<file path="config.mk">
export PLATFORM = sky130hd
export DESIGN_NAME = oseq_gen
export DESIGN_NICKNAME = d
export VERILOG_FILES = /design/src/rtl/oseq_pkg.sv /design/src/rtl/oseq_lfsr.sv /design/src/rtl/oseq_gen.sv
export SDC_FILE = /design/constraint.sdc
export NUM_CORES = 1
export LEC_CHECK = 0
export BUFFER_PORTS_ARGS = -buffer_cell sky130_fd_sc_hd__buf_4
export CAP_MARGIN = 20
export CORE_AREA = 2 2 127 129
export CTS_BUF_LIST = sky130_fd_sc_hd__clkbuf_8
export DETAILED_ROUTE_END_ITERATION = 8
export DIE_AREA = 0 0 129 131
export GPL_ROUTABILITY_DRIVEN = 0
export GPL_TIMING_DRIVEN = 0
export PLACE_DENSITY = 0.66
export REMOVE_ABC_BUFFERS = 1
export SLEW_MARGIN = 10
export SYNTH_ARGS = -nofsm -noshare
export SYNTH_HDL_FRONTEND = slang
export SYNTH_SLANG_ARGS = --single-unit
</file>
<file path="constraint.sdc">
create_clock -name clk -period 2.6 [get_ports clk]
set_input_delay 0.13 -clock clk [delete_from_list [all_inputs] [get_ports clk]]
set_output_delay 0.13 -clock clk [all_outputs]
set_load 0.05 [all_outputs]
</file>
<file path="src/rtl/oseq_pkg.sv">
// Shared definitions for the oseq_gen symbol sequencer.
//   state_t       : controller states
//   MODE_GEN/REPLAY : values of the mode input
//   DEFAULT_SEED/TAPS : default LFSR reset seed and feedback mask
package oseq_pkg;

  typedef enum logic [2:0] {
    IDLE,
    GEN,
    FETCH,
    PRESENT,
    DONE
  } state_t;

  localparam logic MODE_GEN    = 1'b0;
  localparam logic MODE_REPLAY = 1'b1;

  localparam logic [15:0] DEFAULT_SEED = 16'hBEEF;
  localparam logic [15:0] DEFAULT_TAPS = 16'hB400;

endpackage

</file>
<file path="src/rtl/oseq_lfsr.sv">
// Fibonacci LFSR with load and step enables.
//   clk, rst : clock, asynchronous active-high reset (state <= SEED)
//   load     : load load_val (an all-zero value is replaced by SEED)
//   load_val : value to load
//   step     : advance one position (load wins over step)
//   sym      : low SYM_W bits of the current state
module oseq_lfsr
  import oseq_pkg::*;
#(
  parameter int unsigned         LFSR_W = 16,
  parameter logic [LFSR_W-1:0]   TAPS   = DEFAULT_TAPS,
  parameter logic [LFSR_W-1:0]   SEED   = DEFAULT_SEED,
  parameter int unsigned         SYM_W  = 4
) (
  input  logic              clk,
  input  logic              rst,
  input  logic              load,
  input  logic [LFSR_W-1:0] load_val,
  input  logic              step,
  output logic [SYM_W-1:0]  sym
);

  logic [LFSR_W-1:0] state;
  logic [LFSR_W-1:0] state_next;
  logic              fb;

  always_comb begin
    fb         = ^(state & TAPS);
    state_next = {state[LFSR_W-2:0], fb};
  end

  always_ff @(posedge clk or posedge rst) begin
    if (rst) begin
      state <= SEED;
    end else if (load) begin
      // An all-zero state would lock the register, so substitute the seed.
      state <= (load_val == '0) ? SEED : load_val;
    end else if (step) begin
      state <= state_next;
    end
  end

  assign sym = state[SYM_W-1:0];

endmodule

</file>
<file path="src/rtl/oseq_gen.sv">
// Sequence generator / replayer.
// GENERATE writes seq_len LFSR symbols into internal memory; REPLAY streams
// the stored sequence over a valid/ready handshake (one symbol per 2 cycles).
//   clk, rst   : clock, asynchronous active-high reset
//   start      : begin operation (IDLE only)
//   mode       : 0 = GENERATE, 1 = REPLAY
//   seq_len    : sequence length 1..DEPTH, sampled with start
//   seed_load  : load seed into LFSR (IDLE only, beats start)
//   seed       : seed value
//   sym_data   : replayed symbol
//   sym_valid  : sym_data valid
//   sym_ready  : consumer accepts symbol
//   sym_idx    : index of symbol being written or presented
//   busy       : not IDLE
//   finish     : one-cycle completion pulse
//   err        : one-cycle pulse on a rejected start
module oseq_gen
  import oseq_pkg::*;
#(
  parameter int unsigned       LFSR_W = 16,
  parameter logic [LFSR_W-1:0] TAPS   = DEFAULT_TAPS,
  parameter logic [LFSR_W-1:0] SEED   = DEFAULT_SEED,
  parameter int unsigned       SYM_W  = 4,
  parameter int unsigned       DEPTH  = 32,
  parameter int unsigned       ADDR_W = $clog2(DEPTH)
) (
  input  logic              clk,
  input  logic              rst,
  input  logic              start,
  input  logic              mode,
  input  logic [ADDR_W:0]   seq_len,
  input  logic              seed_load,
  input  logic [LFSR_W-1:0] seed,
  output logic [SYM_W-1:0]  sym_data,
  output logic              sym_valid,
  input  logic              sym_ready,
  output logic [ADDR_W-1:0] sym_idx,
  output logic              busy,
  output logic              finish,
  output logic              err
);

  localparam logic [ADDR_W:0] DEPTH_L = (ADDR_W+1)'(DEPTH);

  state_t            state, state_next;
  logic [ADDR_W:0]   len;
  logic [ADDR_W:0]   stored_len;
  logic [ADDR_W-1:0] wr;
  logic [ADDR_W-1:0] rd;
  logic [SYM_W-1:0]  rdata;
  logic              err_q;
  logic [SYM_W-1:0]  lfsr_sym;
  logic [SYM_W-1:0]  mem [DEPTH];

  logic lfsr_load, lfsr_step, mem_we, rd_en;
  logic gen_go, gen_last, rep_go, rd_inc, err_next;

  oseq_lfsr #(
    .LFSR_W (LFSR_W),
    .TAPS   (TAPS),
    .SEED   (SEED),
    .SYM_W  (SYM_W)
  ) u_lfsr (
    .clk      (clk),
    .rst      (rst),
    .load     (lfsr_load),
    .load_val (seed),
    .step     (lfsr_step),
    .sym      (lfsr_sym)
  );

  always_comb begin
    state_next = state;
    lfsr_load  = 1'b0;
    lfsr_step  = 1'b0;
    mem_we     = 1'b0;
    rd_en      = 1'b0;
    gen_go     = 1'b0;
    gen_last   = 1'b0;
    rep_go     = 1'b0;
    rd_inc     = 1'b0;
    err_next   = 1'b0;
    case (state)
      IDLE: begin
        if (seed_load) begin
          lfsr_load = 1'b1;
        end else if (start) begin
          if (mode == MODE_GEN) begin
            if (seq_len == '0 || seq_len > DEPTH_L) begin
              err_next = 1'b1;
            end else begin
              gen_go     = 1'b1;
              state_next = GEN;
            end
          end else if (mode == MODE_REPLAY) begin
            if (stored_len == '0) begin
              err_next = 1'b1;
            end else begin
              rep_go     = 1'b1;
              state_next = FETCH;
            end
          end
        end
      end
      GEN: begin
        mem_we    = 1'b1;
        lfsr_step = 1'b1;
        if ({1'b0, wr} == len - 1'b1) begin
          gen_last   = 1'b1;
          state_next = DONE;
        end
      end
      FETCH: begin
        rd_en      = 1'b1;
        state_next = PRESENT;
      end
      PRESENT: begin
        if (sym_ready) begin
          if ({1'b0, rd} == stored_len - 1'b1) begin
            state_next = DONE;
          end else begin
            rd_inc     = 1'b1;
            state_next = FETCH;
          end
        end
      end
      DONE:    state_next = IDLE;
      default: state_next = IDLE;
    endcase
  end

  always_ff @(posedge clk or posedge rst) begin
    if (rst) begin
      state      <= IDLE;
      len        <= '0;
      stored_len <= '0;
      wr         <= '0;
      rd         <= '0;
      rdata      <= '0;
      err_q      <= 1'b0;
    end else begin
      state <= state_next;
      err_q <= err_next;
      if (gen_go) begin
        len <= seq_len;
        wr  <= '0;
      end
      // wr rolls over after a full-depth run, but no write follows it.
      if (mem_we)   wr         <= wr + 1'b1;
      if (gen_last) stored_len <= len;
      if (rep_go)   rd         <= '0;
      if (rd_inc)   rd         <= rd + 1'b1;
      if (rd_en)    rdata      <= mem[rd];
    end
  end

  // Memory contents are deliberately not reset.
  always_ff @(posedge clk) begin
    if (mem_we) mem[wr] <= lfsr_sym;
  end

  always_comb begin
    busy      = (state != IDLE);
    finish    = (state == DONE);
    sym_valid = (state == PRESENT);
    err       = err_q;
    sym_data  = rdata;
    case (state)
      GEN:           sym_idx = wr;
      FETCH, PRESENT: sym_idx = rd;
      default:       sym_idx = '0;
    endcase
  end

endmodule

</file>
==> summary.md, run 1 <==
| Metric | Value |
|---|---|
| Status | finished clean |
| Worst setup SP type | flip-flop |
| CP Class | reg2reg |
| Final net count | 656 |
| Reg2reg path depth | 5 |
| MaxCap Viol Count | 0 |
| Layout cells sized above 1 | 20.5% |
| CP Capture Type | flip-flop |
| Slew HR | 45.5% |
| Final cell count without fillers | between 800 and 900 |
| Post-synth top flop | edfxtp_1 |
| Placed Cells | 794 |
| CP Max Fanout | 16 |
| Die ar. | 0.0169 mm² |
| Pwr dens | between 1000 and 1500 mW/mm² |
| YS warnings | 0 |
| Minimum clock period | between 2000 and 2500 ps |
| Number of I/O pins | slightly above 40 |
| Slowest CP cell | dfrtp_1 |
| First-pass GRT wire length | 25200 µm |
| Min-delay worst type | in2reg |
| Clock Sinks | 174 |
| Starting density of the core | 49.8% |
| Worst reg2reg setup slack | approximately 150 ps |
| Critical path, cell by cell | nor2b_1, a22oi_1, a21oi_1, a211oi_1, a211o_1 |
| Fin. max-slew vios | 0 |
| Post-Route WL | 15900 µm |
| Register area share after synthesis | between 60 and 70% |
| Synth-to-Final Area Change | 15.5% |
| Cell count after synthesis | 567 |
| CTS Buffer Depth | 2 |
| CTS Buf Count | 17 |
| Synth cell types | 58 |
| Largest net degree at the start of global routing | 48 |
| EDFF count, synth | 128 |
| Die Y | 131 µm |
| Antenna diodes | 0 |
| Floorplan row count | 46 |
| Worst skew pair latency | about 440 ps |
| Post-synth ARST share | 26.4% |
| CTS tree | built |
| Hold path depth | 3 |
| Via density per instance | 5.62 |
| Worst EP arrival | 2780 ps |
| Worst IR drop on VDD | 0.530 mV |
| Final Hold Fails | 0 |
| Vias | 4778 |
| Post-Route Skew | 10.3 ps |
| Die X | 129 µm |
| CTS Root Cell | clkbuf_8 |
| Number of synthesized register bits | around 170 |
| Post-route ant nets | 0 |
| R2r endpoint | sym_data[2] |
| First-pass DRT Iterations | 5 |
| Syn avg cell area | 13.7 µm² |
| Final number of setup-violating endpoints | 0 |
| Vias in the first global route | about 4900 |
| Hold path start | mode |
| Reg clk slew, reported paths | approximately 90 ps |
| DRC violations left | 0 |
| Initial antenna violation count | 0 |
| Leak | ~3.2 nW |
| Max Freq | 0.408 GHz |
| Final design utilization | 57.5% |
| Worst EP required | 2930 ps |
| Worst-Margin Slew | 817 ps |
| Most common cell after layout, fill and taps aside | edfxtp_1 |
| Htree depth | 4 |
| GR Overflow Total | 0 |
| Drt wl/cell | about 19 µm |
| Dpl hpwl | 10400 µm |
| Post-Syn Area | 0.00777 mm² |
| Core area | between 0.015 and 0.02 mm² |
| Most frequent cells in the layout | 128 x edfxtp_1, 60 x nor2_1, 48 x nand2_1, 43 x mux2i_1, 40 x buf_4 |
| Initial DRC count | 350 |
| GRT Overall Usage | 19.9% |
| Tcrit/Tclk final | between 90% and 100% |
| Slowest stage delay, CP | 880 ps |
| RSZ-0062 raised after global routing | false |
| Port buffer count | 40 |
| Crit Reg-Reg Startpoint | rd[1] |
| WHS Endpoint | err |
==> critical path: cells and delay by family, from the launching register on <==
family,cells,cell delay [ps]
simple gates,1,650
flops,1,880
compound gates,4,800
==> synthesized netlist by cell type, drive strengths merged (2+ instances only) <==
cell,instances,share of area (%)
nand2,49,2.4
nor2,62,3.0
or2,4,0.32
a2111oi,3,0.34
mux2i,43,5.5
a211o,4,0.45
o31a,2,0.23
clkbuf,17,0.82
xnor2,8,0.90
or3,4,0.39
nand3b,3,0.29
nor2b,5,0.40
o31ai,3,0.29
nor3,4,0.40
nand3,7,0.52
ha,7,1.1
nand2b,3,0.24
nor4,7,0.84
a22oi,21,2.0
inv,14,0.68
dfrtp,33,11
o21a,3,0.29
xor2,7,0.79
a211oi,9,0.87
or4,2,0.19
a221o,3,0.39
a31oi,16,1.3
dfstp,13,4.4
a21oi,16,1.1
mux2,9,1.3
edfxtp,128,49
mux4,16,4.6
o21ai,7,0.45
and2,6,0.48
or3b,3,0.34
buf,14,0.98
==> routing by layer <==
| layer | global-route usage, % | up-vias | part of all wire (%) |
|---|---|---|---|
| met5 | 0 | - | 0 |
| met4 | 7.10 | 0 | 1.6 |
| met3 | 4.56 | 23 | 4.2 |
| met2 | 32.5 | 110 | 50 |
| met1 | 26.6 | 2406 | 44 |
| li1 | - | 2239 | - |
==> state kept, by name, indices dropped and copies added, names as in the netlist <==
register      cells
sym_data          4
len               6
u_lfsr.state     16
err               1
mem             128
stored_len        6
state             3
wr                5
rd                5
==> timing repair <==
| action | CTS | global route |
|---|---|---|
| buffers inserted | 0 | 0 |
| endpoints found under the setup margin | 141 | 60 |
| resized for setup | 3 | 5 |
| hold buffers | 24 | 0 |
| endpoints found under the hold margin | 32 | 0 |
==> cells by family after synthesis <==
group / after synthesis / synth area share [%]
buffers and inverters: 45 / 2.48
xor gates and xnor gates: 15 / 1.69
AOI/OAI and AO/OA: 96 / 8.66
adders and majority gates: 7 / 1.13
DFF: 174 / 64.5
and+or+nand+nor: 162 / 10.1
muxes: 68 / 11.5
==> cell type report <==
class,count,area (µm²)
well taps,216,270
clock buffers,17,234
multi-input cells,348,2590
repair buffers,66,588
inverters,14,52.6
fillers,1238,6620
flip-flops and latches,174,5020
clock inverters,15,225
==> through the flow <==
step | setup slack [ps] | hold slack (ps) | setup TNS (ps) | cell area, µm² | total power [W]
4_1_cts | 44.4 | 18.1 | 0 | 8960 | 0.0100
6_report | 151 | 68.6 | 0 | 8980 | 0.00998
3_5_place_dp | -327 | 183 | -26600 | 8250 | 0.00787
5_1_grt | 19.5 | 48.6 | 0 | 8980 | 0.0106
3_3_place_gp | -1300 | 347 | -31980 | 8200 | 0.00777
2_1_floorplan | -528 | 238 | -5470 | 7630 | 0.00680
==> worst max path at each step <==
stage,start,end,slack [ps],cells after the start
floorplan,rd[0],sym_data[0],-530,4
global placement,rd[0],sym_data[2],-1300,4
detailed placement,state[2],mem[7][0],-330,4
CTS,state[2],mem[7][1],40,4
global route,rd[1],sym_data[2],20,5
finish,rd[1],sym_data[2],150,5
==> where the power goes <==
| part | internal [W] | switching [W] | total, W |
|---|---|---|---|
| Clock | 0.00122 | 0.000900 | 0.00212 |
| Sequential | 0.00379 | 0.000842 | 0.00464 |
| Combinational | 0.00138 | 0.00185 | 0.00323 |
| Total | 0.00639 | 0.00359 | 0.00998 |
Power figures use the tool's default switching activity.
==> run 2, diff against run 1 <==
- RECOVER_POWER: unset -> 100
==> run 2 against run 1 <==
  * Die area stayed put
  * Maximum frequency hardly changed
  * Combinational power is 3% lower
  * Worst setup slack worse by 2.1 ps
  * First-iteration DRC count is 7.7% higher
  * Non-clock buffer count stayed put
  * Flip-flop and latch count stayed put
  * Critical path depth stayed put
  * Clock power hardly changed
  * Clock skew hardly changed
  * Clock-buffer cell count stayed put
  * Wire length hardly changed
  * Critical endpoint unchanged
==> summary.md, run 2 (synthesis gave the netlist of run 1 again) <==
| Metric | Value |
|---|---|
| Status | finished clean |
| Floorplan row count | 46 |
| Number of flip-flops in the largest register | between 100 and 150 |
| Hold path start | mode |
| Worst EP required | 2940 ps |
| Clock Sinks | 174 |
| GRT Overall Usage | 19.9% |
| Setup ws final | 149 ps |
| CTS Root Cell | clkbuf_8 |
| Worst skew pair latency | 440 ps |
| Starting density of the core | 49.8% |
| Minimum clock period | 2450 ps |
| Final design utilization | roughly 57% |
| CTS Buffer Depth | 2 |
| Internal cell power | 0.00632 W |
| WHS Endpoint | err |
| Placed Cells | 794 |
| Worst reg2reg setup slack | between 100 and 150 ps |
| Reg2reg path depth | 5 |
| Leak | 3.16 nW |
| Tcrit/Tclk final | 94.3% |
| Fin. max-slew vios | 0 |
| Die Y | about 130 µm |
| GR Overflow Total | 0 |
| Combinational group share of total power | a little under a third |
| Post-CTS Repair Setup Buffers | 0 |
| Antenna diodes | 0 |
| Vias in the first global route | 4867 |
| Layout cells sized above 1 | between 10% and 20% |
| Reg clk slew, reported paths | around 90 ps |
| Post-route ant nets | 0 |
| Via density per instance | 5.64 |
| Final net count | 656 |
| Hold path depth | 3 |
| RSZ-0062 raised after global routing | false |
| Post-Route Skew | 10.0 ps |
| MaxCap Viol Count | 0 |
| Worst IR drop on VDD | 0.531 mV |
| Clock group share of total power | 21.4% |
| Placed inst area | 0.00825 mm² |
| Final Power | 0.00991 W |
| Final number of setup-violating endpoints | 0 |
| Worst setup SP type | flip-flop |
| Most frequent cells in the layout | 128 x edfxtp_1, 62 x nor2_1, 49 x nand2_1, 43 x mux2i_1, 31 x dfrtp_1 |
| CP Max Fanout | 16 |
| CP Capture Type | flip-flop |
| Initial DRC count | between 300 and 400 |
| CTS tree | built |
| Port buffer count | 40 |
| Top Registers | mem x128, u_lfsr.state x16 |
| Min-delay worst type | in2reg |
| Max Freq | slightly above 0.4 GHz |
| Worst EP arrival | 2790 ps |
| Switching share of power | 36.2% |
| Crit Reg-Reg Startpoint | rd[1] |
| DRC violations left | 0 |
| Pre-CTS setup slack | -327 ps |
| CP Class | reg2reg |
| First-pass DRT Iterations | 5 |
| Most flops, register | mem |
| Final cell count without fillers | 850 |
| Pwr dens | ~1100 mW/mm² |
| Die ar. | 0.0169 mm² |
| Most common cell after layout, fill and taps aside | edfxtp_1 |
| Dpl hpwl | 10400 µm |
| Largest net degree at the start of global routing | 48 |
| Cell area after layout | approximately 0.0089 mm² |
| Synth-to-Final Area Change | 14.8% |
| Die X | 129 µm |
| Number of I/O pins | 41 |
| NetSw | 0.00359 W |
| Core area | 0.0156 mm² |
| Initial antenna violation count | 0 |
| Htree depth | 4 |
| Drt wl/cell | roughly 19 µm |
| First-pass GRT wire length | 25200 µm |
| Worst-Margin Slew | 1210 ps |
| Vias | 4795 |
| Slew HR | 19.2% |
| R2r endpoint | sym_data[2] |
| Final Hold Fails | 0 |
| CTS Buf Count | 17 |
| Post-Route WL | 16000 µm |
| Part of the power in registers | 46.9% |
-- run 2: cell types whose count changed in the layout (fill, tap and decap cells not counted), sizes merged --
| cell | change |
|---|---|
| buf | -15 |
| clkbuf | +15 |
-- run 2: through the flow --
stage	TNS (ps)	hold slack (ps)
detailed placement	-26600	183
global placement	-31980	347
CTS	0	18.1
global route	0	48.6
finish	0	52.9
floorplan	-5470	238
-- run 2: layer usage --
metal | vias to the layer above | share of wire [%] | global-route usage, %
met3 | 23 | 4.5 | 4.56
met2 | 114 | 50 | 32.5
met1 | 2419 | 44 | 26.6
met5 | - | 0 | 0
li1 | 2239 | - | -
met4 | 0 | 1.6 | 7.10
-- run 2: critical path, cell delays in order, from the launching register on --
cell      delay, ps
dfrtp_1         870
nor2b_1         660
a22oi_1         170
a21oi_1         250
a211oi_1         70
a211o_1         310
-- run 2: timing repair --
item / 4_1_cts / 5_1_grt
hold buffers: 24 / 0
pin swaps: 0 / 0
endpoints found under the setup margin: 141 / 60
endpoints found under the hold margin: 32 / 0
gates resized for setup: 3 / 5
-- run 2: layout make-up --
| class | instances | area (µm²) |
|---|---|---|
| clock inverters | 15 | 225 |
| flip-flops and latches | 174 | 5020 |
| repair buffers | 66 | 539 |
| fillers | 1257 | 6680 |
| multi-input cells | 348 | 2580 |
| inverters | 14 | 52.6 |
| well taps | 216 | 270 |
| clock buffers | 17 | 234 |
-- run 2: power by group through the flow --
stage | sequential (W) | combinational, W | clock [W]
3_5_place_dp | 0.00470 | 0.00317 | 0
4_1_cts | 0.00464 | 0.00322 | 0.00216
6_report | 0.00465 | 0.00314 | 0.00212
5_1_grt | 0.00476 | 0.00346 | 0.00227
3_3_place_gp | 0.00481 | 0.00295 | 0
2_1_floorplan | 0.00456 | 0.00224 | 0
-- run 2: worst max-delay path by stage --
stage | cells past startpoint | start | endpoint | slack [ps]
2_1_floorplan | 4 | rd[0] | sym_data[0] | -530
3_3_place_gp | 4 | rd[0] | sym_data[2] | -1300
3_5_place_dp | 4 | state[2] | mem[7][0] | -330
4_1_cts | 4 | state[2] | mem[7][1] | 40
5_1_grt | 5 | rd[1] | sym_data[2] | 20
6_report | 5 | rd[1] | sym_data[2] | 150
